[src/rtl/ahb_lite_master_port_if.sv]
// AHB-Lite bus signals between the master port and a slave or fabric.
interface ahb_lite_master_port_if;
    logic        HSEL;
    logic        HWRITE;
    logic [1:0]  HTRANS;
    logic [2:0]  HSIZE;
    logic [31:0] HADDR;
    logic [31:0] HWDATA;
    logic [31:0] HRDATA;
    logic        HREADY;
    logic        HRESP;

    modport master (
        output HSEL, HWRITE, HTRANS, HSIZE, HADDR, HWDATA,
        input  HRDATA, HREADY, HRESP
    );

    modport slave (
        input  HSEL, HWRITE, HTRANS, HSIZE, HADDR, HWDATA,
        output HRDATA, HREADY, HRESP
    );
endinterface

[src/rtl/ahb_lite_master_port.sv]
// AHB-Lite single-beat master: turns local read/write requests into pipelined
// NONSEQ transfers, absorbs wait states and two-cycle error responses, and
// returns right-justified read data with an error flag.
// Optional macro AHB_MASTER_TIMEOUT_EN: aborts a data phase stuck with
// HREADY low for TIMEOUT_CYCLES consecutive cycles.
module ahb_lite_master_port #(
    parameter int unsigned TIMEOUT_CYCLES = 255
) (
    input  logic                   HCLK,
    input  logic                   HRESETn,
    input  logic                   req_valid,
    output logic                   req_ready,
    input  logic                   req_write,
    input  logic [1:0]             req_size,
    input  logic [31:0]            req_addr,
    input  logic [31:0]            req_wdata,
    output logic                   rsp_valid,
    output logic [31:0]            rsp_rdata,
    output logic                   rsp_error,
    ahb_lite_master_port_if.master bus
);

    localparam logic [1:0] HTRANS_IDLE   = 2'b00;
    localparam logic [1:0] HTRANS_NONSEQ = 2'b10;

    typedef enum logic [1:0] {
        ST_RUN,     // normal pipelined operation
        ST_ERR,     // second error cycle: waiting for HREADY to close the failing beat
        ST_CANCEL,  // reporting the cancelled address-stage request
        ST_DRAIN    // one quiet cycle after the last error response
    } state_t;

    typedef struct packed {
        logic       valid;
        logic       write;
        logic [1:0] size;
        logic [1:0] lane;
    } d_stage_t;

    // Lane shift in bits for a given size and byte offset
    function automatic logic [4:0] f_shamt(input logic [1:0] size, input logic [1:0] lane);
        case (size)
            2'd0:    return {lane, 3'b000};
            2'd1:    return {lane[1], 4'b0000};
            default: return 5'd0;
        endcase
    endfunction

    // Keep only the bytes belonging to the transfer size
    function automatic logic [31:0] f_mask(input logic [31:0] d, input logic [1:0] size);
        case (size)
            2'd0:    return {24'd0, d[7:0]};
            2'd1:    return {16'd0, d[15:0]};
            default: return d;
        endcase
    endfunction

    state_t      r_state;
    d_stage_t    r_d;
    logic        r_a_valid;
    logic [31:0] r_a_wdata;
    logic [1:0]  r_htrans;
    logic [31:0] r_haddr;
    logic        r_hwrite;
    logic [1:0]  r_hsize;
    logic [31:0] r_hwdata;
    logic        r_rsp_valid;
    logic        r_rsp_error;
    logic [31:0] r_rsp_rdata;

    logic [1:0]  w_size_eff;
    logic [31:0] w_addr_al;
    logic [31:0] w_wdata_lane;
    logic [31:0] w_rdata;
    logic        w_err_start;
    logic        w_timeout;
    logic        w_accept;

    // Request decode: size 3 behaves as word, address aligned to size
    assign w_size_eff   = (req_size == 2'd3) ? 2'd2 : req_size;
    assign w_addr_al    = (w_size_eff == 2'd0) ? req_addr :
                          (w_size_eff == 2'd1) ? {req_addr[31:1], 1'b0} :
                                                 {req_addr[31:2], 2'b00};
    assign w_wdata_lane = f_mask(req_wdata, w_size_eff) << f_shamt(w_size_eff, req_addr[1:0]);
    assign w_rdata      = f_mask(bus.HRDATA >> f_shamt(r_d.size, r_d.lane), r_d.size);

    // First error cycle seen on the data phase
    assign w_err_start  = (r_state == ST_RUN) && r_d.valid && !bus.HREADY && bus.HRESP;

    // Ready blocks new work while an error or timeout abort is in flight
    assign req_ready    = (r_state == ST_RUN) && (!r_a_valid || bus.HREADY) && !w_err_start && !w_timeout;
    assign w_accept     = req_valid && req_ready;

`ifdef AHB_MASTER_TIMEOUT_EN
    localparam int unsigned TO_W = (TIMEOUT_CYCLES > 1) ? $clog2(TIMEOUT_CYCLES) : 1;

    logic [TO_W-1:0] r_to_cnt;
    logic            w_stall;

    assign w_stall   = (r_state == ST_RUN) && r_d.valid && !bus.HREADY && !bus.HRESP;
    assign w_timeout = w_stall && (r_to_cnt == TO_W'(TIMEOUT_CYCLES - 1));

    // Count consecutive stalled data-phase cycles
    always_ff @(posedge HCLK or negedge HRESETn) begin
        if (!HRESETn) begin
            r_to_cnt <= '0;
        end else if (w_stall && !w_timeout) begin
            r_to_cnt <= r_to_cnt + TO_W'(1);
        end else begin
            r_to_cnt <= '0;
        end
    end
`else
    logic w_unused_timeout;

    assign w_timeout        = 1'b0;
    assign w_unused_timeout = ^TIMEOUT_CYCLES;
`endif

    // Pipeline, bus-control and response state
    always_ff @(posedge HCLK or negedge HRESETn) begin
        if (!HRESETn) begin
            r_state     <= ST_RUN;
            r_d         <= '0;
            r_a_valid   <= 1'b0;
            r_a_wdata   <= '0;
            r_htrans    <= HTRANS_IDLE;
            r_haddr     <= '0;
            r_hwrite    <= 1'b0;
            r_hsize     <= '0;
            r_hwdata    <= '0;
            r_rsp_valid <= 1'b0;
            r_rsp_error <= 1'b0;
            r_rsp_rdata <= '0;
        end else begin
            r_rsp_valid <= 1'b0;
            r_rsp_error <= 1'b0;
            r_rsp_rdata <= '0;

            case (r_state)
                ST_RUN: begin
                    if (w_err_start) begin
                        r_htrans <= HTRANS_IDLE;
                        r_state  <= ST_ERR;
                    end else if (w_timeout) begin
                        r_rsp_valid <= 1'b1;
                        r_rsp_error <= 1'b1;
                        r_d.valid   <= 1'b0;
                        r_htrans    <= HTRANS_IDLE;
                        r_state     <= r_a_valid ? ST_CANCEL : ST_DRAIN;
                    end else begin
                        if (bus.HREADY) begin
                            if (r_d.valid) begin
                                r_rsp_valid <= 1'b1;
                                r_rsp_error <= bus.HRESP;
                                r_rsp_rdata <= (bus.HRESP || r_d.write) ? 32'd0 : w_rdata;
                            end
                            r_d <= '{valid: r_a_valid, write: r_hwrite,
                                     size: r_hsize, lane: r_haddr[1:0]};
                            if (r_a_valid) begin
                                r_hwdata <= r_a_wdata;
                            end
                        end
                        if (w_accept) begin
                            r_a_valid <= 1'b1;
                            r_a_wdata <= w_wdata_lane;
                            r_htrans  <= HTRANS_NONSEQ;
                            r_haddr   <= w_addr_al;
                            r_hwrite  <= req_write;
                            r_hsize   <= w_size_eff;
                        end else if (bus.HREADY) begin
                            r_a_valid <= 1'b0;
                            r_htrans  <= HTRANS_IDLE;
                        end
                    end
                end
                ST_ERR: begin
                    if (bus.HREADY) begin
                        r_rsp_valid <= 1'b1;
                        r_rsp_error <= 1'b1;
                        r_d.valid   <= 1'b0;
                        r_state     <= r_a_valid ? ST_CANCEL : ST_DRAIN;
                    end
                end
                ST_CANCEL: begin
                    r_rsp_valid <= 1'b1;
                    r_rsp_error <= 1'b1;
                    r_a_valid   <= 1'b0;
                    r_state     <= ST_DRAIN;
                end
                default: begin
                    r_state <= ST_RUN;
                end
            endcase
        end
    end

    assign bus.HTRANS = r_htrans;
    assign bus.HSEL   = r_htrans[1];
    assign bus.HADDR  = r_haddr;
    assign bus.HWRITE = r_hwrite;
    assign bus.HSIZE  = {1'b0, r_hsize};
    assign bus.HWDATA = r_hwdata;
    assign rsp_valid  = r_rsp_valid;
    assign rsp_error  = r_rsp_error;
    assign rsp_rdata  = r_rsp_rdata;

endmodule
[src/flat_wrapper.sv]
// flat-port wrapper written by rule: the top's interface ports become plain ports
module ahb_lite_master_port_flat 
#(
    parameter int unsigned TIMEOUT_CYCLES = 255
)
  (HCLK, HRESETn, req_valid, req_ready, req_write, req_size, req_addr, req_wdata, rsp_valid, rsp_rdata, rsp_error, bus_HSEL, bus_HWRITE, bus_HTRANS, bus_HSIZE, bus_HADDR, bus_HWDATA, bus_HRDATA, bus_HREADY, bus_HRESP);
  ahb_lite_master_port_if bus_i ();
  input  logic HCLK;
  input  logic HRESETn;
  input  logic req_valid;
  output logic req_ready;
  input  logic req_write;
  input  logic [1:0] req_size;
  input  logic [31:0] req_addr;
  input  logic [31:0] req_wdata;
  output logic rsp_valid;
  output logic [31:0] rsp_rdata;
  output logic rsp_error;
  output wire logic [$bits(bus_i.HSEL)-1:0] bus_HSEL;
  output wire logic [$bits(bus_i.HWRITE)-1:0] bus_HWRITE;
  output wire logic [$bits(bus_i.HTRANS)-1:0] bus_HTRANS;
  output wire logic [$bits(bus_i.HSIZE)-1:0] bus_HSIZE;
  output wire logic [$bits(bus_i.HADDR)-1:0] bus_HADDR;
  output wire logic [$bits(bus_i.HWDATA)-1:0] bus_HWDATA;
  input wire logic [$bits(bus_i.HRDATA)-1:0] bus_HRDATA;
  input wire logic [$bits(bus_i.HREADY)-1:0] bus_HREADY;
  input wire logic [$bits(bus_i.HRESP)-1:0] bus_HRESP;
  assign bus_HSEL = bus_i.HSEL;
  assign bus_HWRITE = bus_i.HWRITE;
  assign bus_HTRANS = bus_i.HTRANS;
  assign bus_HSIZE = bus_i.HSIZE;
  assign bus_HADDR = bus_i.HADDR;
  assign bus_HWDATA = bus_i.HWDATA;
  assign bus_i.HRDATA = bus_HRDATA;
  assign bus_i.HREADY = bus_HREADY;
  assign bus_i.HRESP = bus_HRESP;
  ahb_lite_master_port #(.TIMEOUT_CYCLES(TIMEOUT_CYCLES)) u_core (.HCLK(HCLK), .HRESETn(HRESETn), .req_valid(req_valid), .req_ready(req_ready), .req_write(req_write), .req_size(req_size), .req_addr(req_addr), .req_wdata(req_wdata), .rsp_valid(rsp_valid), .rsp_rdata(rsp_rdata), .rsp_error(rsp_error), .bus(bus_i));
endmodule
[config.mk]
export PLATFORM = sky130hd
export DESIGN_NAME = ahb_lite_master_port_flat
export DESIGN_NICKNAME = d
export VERILOG_FILES = /design/src/rtl/ahb_lite_master_port_if.sv /design/src/rtl/ahb_lite_master_port.sv /design/src/flat_wrapper.sv
export SDC_FILE = /design/constraint.sdc
export NUM_CORES = 1
export LEC_CHECK = 0
export ABC_AREA = 1
export CAP_MARGIN = 20
export CORE_ASPECT_RATIO = 0.7
export CORE_MARGIN = 5
export CORE_UTILIZATION = 46
export DETAILED_ROUTE_END_ITERATION = 12
export GPL_TIMING_DRIVEN = 0
export PLACE_DENSITY = 0.78
export SYNTH_ARGS = -nofsm -noshare
export SYNTH_HDL_FRONTEND = slang
export SYNTH_SLANG_ARGS = --single-unit
export TNS_END_PERCENT = 50
[constraint.sdc]
create_clock -name HCLK -period 2.1 [get_ports HCLK]
set_input_delay 0.525 -clock HCLK [delete_from_list [all_inputs] [get_ports HCLK]]
set_output_delay 0.525 -clock HCLK [all_outputs]
set_load 0.1 [all_outputs]
==> Word-level counts from Yosys, hierarchy flattened <==
Index checks and enable logic that the tools add are counted.
{ "op_classes": {"n_eq_ne": 10, "div": 0, "mul": 0, "add_sub_neg": 0, "reduce_logical": 24, "magnitude_cmp": 0, "bitwise": 1, "muxes": 35, "n_shift": 2} }
{ "op_table": {"columns": ["cell", "count"], "rows": [
  ["$mux W32", 5],
  ["$pmux W32 S2", 2],
  ["$shl A32 B5 Y32", 1],
  ["$shr A32 B5 Y32", 1],
  ["$pmux W5 S2", 2],
  ["$mux W2", 8],
  ["$mux W6", 2],
  ["$mux W1", 11],
  ["$reduce_and A3 Y1", 3],
  ["$reduce_and A4 Y1", 2],
  ["$eq A2 B1 Y1 const B", 3],
  ["$logic_and A1 B1 Y1", 6],
  ["$logic_not A2 Y1", 3],
  ["$ne A2 B2 Y1 const B", 3],
  ["$pmux W1 S3", 2],
  ["$pmux W2 S3", 1],
  ["$eq A2 B2 Y1 const B", 2],
  ["$pmux W1 S2", 2],
  ["$reduce_and A2 Y1", 2],
  ["$reduce_bool A2 Y1", 2],
  ["$logic_not A1 Y1", 3],
  ["$ne A3 B2 Y1 const B", 1],
  ["$reduce_bool A3 Y1", 1],
  ["$logic_or A1 B1 Y1", 2],
  ["other kinds (2)", 2]
]} }
{ "word_totals": {"input_bits": 104, "latchBits": 0, "regBits": 144, "mem_bits_rw": 0, "memories": 0, "romBits": 0, "out_inout_bits": 106} }

==> Depth between registers and ports, before layout <==
{ "logic_depth": {"depth_word": 10, "ltp_mapped": 11, "depth_no_buf": 10} }

==> Least setup slack after synthesis <==
OpenSTA, ideal clock, no wires.
{ "synth_path": {"kind": "reg2out", "start": "register u_core.r_state[0]", "end": "output port req_ready", "t_required_ns": 1.575, "path_stages_with_launch": 8, "t_arrival_ns": 1.564, "path_buffers": 0, "path_slack_ns": 0.011, "cell_sequence": "dfrtp_1 > inv_1 > ha_1 > inv_2 > nor2_1 > nand2_1 > nand2_1 > inv_1"} }
{ "synth_via": {"elab_chain_cells": 6} }
{ "synth_lines": {"columns": ["item", "line_no", "text"], "rows": [
  ["start, declared", "ahb_lite_master_port.sv:58", "state_t r_state;"],
  ["start signal, assigned", "ahb_lite_master_port.sv:150", "r_state <= r_a_valid ? ST_CANCEL : ST_DRAIN;"],
  ["start signal, assigned", "ahb_lite_master_port.sv:182", "r_state <= r_a_valid ? ST_CANCEL : ST_DRAIN;"],
  ["$logic_not A2 Y1 *", "ahb_lite_master_port.sv:88, ahb_lite_master_port.sv:91", null],
  ["$logic_and A1 B1 Y1 (3 in series)", "ahb_lite_master_port.sv:88", "assign w_err_start = (r_state == ST_RUN) && r_d.valid && !bus.HREADY && bus.HRESP;"],
  ["$logic_not A1 Y1", "ahb_lite_master_port.sv:91", "assign req_ready = (r_state == ST_RUN) && (!r_a_valid || bus.HREADY) && !w_err_start && !w_timeout;"],
  ["$logic_and A1 B1 Y1 *", "ahb_lite_master_port.sv:91", null],
  ["end, declared", "flat_wrapper.sv:11", "output logic req_ready;"]
]} }
Every way passes the cells marked *; elsewhere a longest branch is shown, timed or not.

==> Worst setup path in the final report <==
Ends and elaborated chain as after synthesis.

==> summary.md <==
| Metric | Value |
|---|---|
| Hold Crit Class | input port to async pin |
| Antenna Nets Post-Route | 0 |
| Final Critical Period | 2.13 ns |
| Core area | 13,300 µm² |
| Number of CTS-inserted buffers | 17 |
| Hold Buf Count CTS | 0 |
| Clk sinks | 143 |
| Clk buf depth | 2 |
| GRT Overall Usage | 0.226 |
| First-pass GRT wire length | 28,400 µm |
| R2R Path Start | u_core.r_state[0]$_DFFE_PN0P_ |
| RR Endpoint | u_core.bus.HWDATA[23]$_DFFE_PN0P_ |
| Global placement routability congestion | 0.906 |
| # DRC | 0 |
| Max Clock Skew | 0.0118 ns |
| First-iteration detailed-routing DRC count | 324 |
| Ports | 210 |
| Final setup fails | 1 |
| Rel. slew slack | 0.373 |
| Worst-skew pair later-pin latency | 0.42 ns |
| Starting density of the core | 0.472 |
| 1st-pass router iterations | 5 |
| Total gr overflow | 0 |
| CP arrival | 1.61 ns |
| FMAX | 0.469 GHz |
| Syn Inst Count | 715 |
| Worst Setup Path Type | flop to output port |
| Seq/Total Area, Yosys | 0.571 |
| Number of enable flip-flop cells after synthesis | 0 |
| Post-Syn Area | 6270 µm² |
| Final HPWL DP | 13,000 µm |
| Count of final max-slew check failures | 0 |
| Flop and latch count out of synthesis | 143 |
| Util after Layout | 0.701 |
| Startpoint Class | flop |
| H-tree depth | 4 |
| Fillcell total | 1,031 |
| Yosys cell types | 28 |
| Reg2Reg Setup Slack | 0.14 ns |
| Slew @ Worst Pin | 0.943 ns |
| Pin count of the biggest net entering global routing | 87 |
| Worst EP required | 1.57 ns |
| Crit. End Element | output port |
| Die Span X | 150 µm |
| Failing checks | negative setup slack |
| Slack of the critical path | -0.0303 ns |
| P_leak | 4.71 nW |
| # nets final | 1,052 |
| Peak supply drop | 1160 µV |
| Vias | 5,574 |
| Commonest non-fill, non-tap cell in the layout | nand2_1 |
| Max cap viols | 0 |
| Run status | finished, violations left |
| Initial antenna violation count | 1 |
| Avg Inst Size Synth | 8.77 µm² |
| RSZ-0062 raised after global routing | yes |
| Power Density | 1660 nW/µm² |
| Hold slack | 0.0742 ns |
| Async SR Flop Fraction | 1.00 |
| Layout area overhead | 48.4% |
| Hold violation count in the final report | 0 |
| CP max FO | 4 |
| DRT Wirelength | 18,100 µm |
| Final period utilization | 1.01 |
| Share of layout cells above drive strength 1 | 0.227 |
| Vias in the first global route | 5,459 |
| Drt via density | 4.88 |
| Chip height | 108 µm |
| Register-to-Register Path Depth | 8 |
| Die area | 16,100 µm² |
| CTS tree | yes |
| Prevailing post-synth register cell | dfrtp_1 |
| Buffers added on ports | 204 |
| Setup WS pre-CTS | -1.03 ns |
| Routed len/inst | 15.9 µm |
| Most frequent cells in the layout | 281 x nand2_1, 143 x dfrtp_1, 98 x clkdlybuf4s50_1 |
| Synth Warn # | 0 |
| Root cell of the clock tree | clkbuf_16 |
| Clk pin slew, worst setup/hold paths | 0.06 ns |
| Pwr Total | 15.5 mW |
| Row cnt | 35 |
worst max path at each step:
stage | start | to | slack, ns | cells after the start
2_1_floorplan | u_core.r_state[0]$_DFFE_PN0P_ | req_ready | 0.01 | 7
3_3_place_gp | HRESETn | u_core.bus.HADDR[10]$_DFFE_PN0P_ | -5.15 | 1
3_5_place_dp | bus_HREADY | req_ready | -1.03 | 6
4_1_cts | u_core.r_state[0]$_DFFE_PN0P_ | req_ready | -0.17 | 8
5_1_grt | u_core.r_state[0]$_DFFE_PN0P_ | req_ready | -0.07 | 8
6_report | u_core.r_state[0]$_DFFE_PN0P_ | req_ready | -0.03 | 8
sequential cells by signal, indices dropped and copies added (netlist names):
register,count
u_core.rsp_error,1
u_core.rsp_rdata,32
u_core.bus.HTRANS,1
u_core.r_hsize,2
u_core.r_state,2
u_core.r_d,6
u_core.r_a_wdata,32
u_core.rsp_valid,1
u_core.bus.HADDR,32
u_core.bus.HWRITE,1
u_core.r_a_valid,1
u_core.bus.HWDATA,32
cell type report:
class / instances / area (µm²) / area share
well taps: 185 / 231 / 0.0249
flip-flops and latches: 143 / 3580 / 0.385
inverters: 45 / 175 / 0.0188
clock inverters: 14 / 156 / 0.0168
clock buffers: 18 / 439 / 0.0472
plain buffers: 37 / 220 / 0.0237
repair buffers: 209 / 2160 / 0.232
multi-input cells: 491 / 2340 / 0.252
diodes: 1 / 2.50 / 0.000269
cell families (layout without fill, tap and decap cells):
| family | after synthesis | count (layout) | share of synthesized area |
|---|---|---|---|
| other | 1 | 3 | 0.000598 |
| muxes | 21 | 21 | 0.0479 |
| DFF | 143 | 143 | 0.571 |
| adders and majority gates | 4 | 4 | 0.00799 |
| and+or+nand+nor | 368 | 368 | 0.232 |
| AOI/OAI and AO/OA | 96 | 96 | 0.0787 |
| buffers and inverters | 82 | 323 | 0.0621 |
Yosys cell counts (all sizes together) (4+ instances only):
library cell    n  area share
a21oi          10      0.0086
and3            6      0.0060
buf            33       0.033
clkbuf          4      0.0024
dfrtp         143        0.57
ha              4      0.0080
inv            44       0.026
mux2           21       0.048
nand2         288        0.18
nand3          17       0.015
nor2           57       0.035
o21ai          83       0.066
critical path, cell delays in order (launching register included):
cell	delay (ns)
dfrtp_1	0.42
inv_2	0.10
ha_4	0.15
inv_6	0.05
nor2_4	0.11
nand2_4	0.08
nand2_2	0.07
inv_2	0.05
buf_12	0.16
repair_timing:
item,in CTS,in global routing
pin swaps,0,2
gates resized for setup,304,28
endpoints found under the setup margin,104,15
setup buffers,0,4
per-layer routing:
layer  global-route usage  vias to the layer above  wire length (µm)
met5                    0                        -                 0
met4               0.0581                        0               285
met1                0.324                     2631              8150
met2                0.335                      220              7990
li1                     -                     2699                 -
met3               0.0728                       24              1710
power breakdown:
group / switching, mW / total [mW] / internal [mW]
combinational: 6.24 / 8.19 / 1.95
sequential: 0.549 / 4.26 / 3.71
clock: 1.24 / 3.04 / 1.80
total: 8.02 / 15.5 / 7.46
per-stage QoR:
stage / cell area [µm²] / instances / TNS [ns]
global route: 9300 / 1143 / -0.0689
floorplan: 6270 / 716 / 0
CTS: 9290 / 1138 / -0.172
detailed placement: 8570 / 1106 / -6.23
global placement: 8540 / 1105 / -738.61
finish: 9300 / 1143 / -0.0303
No activity file was read; power rests on OpenSTA's default activity.
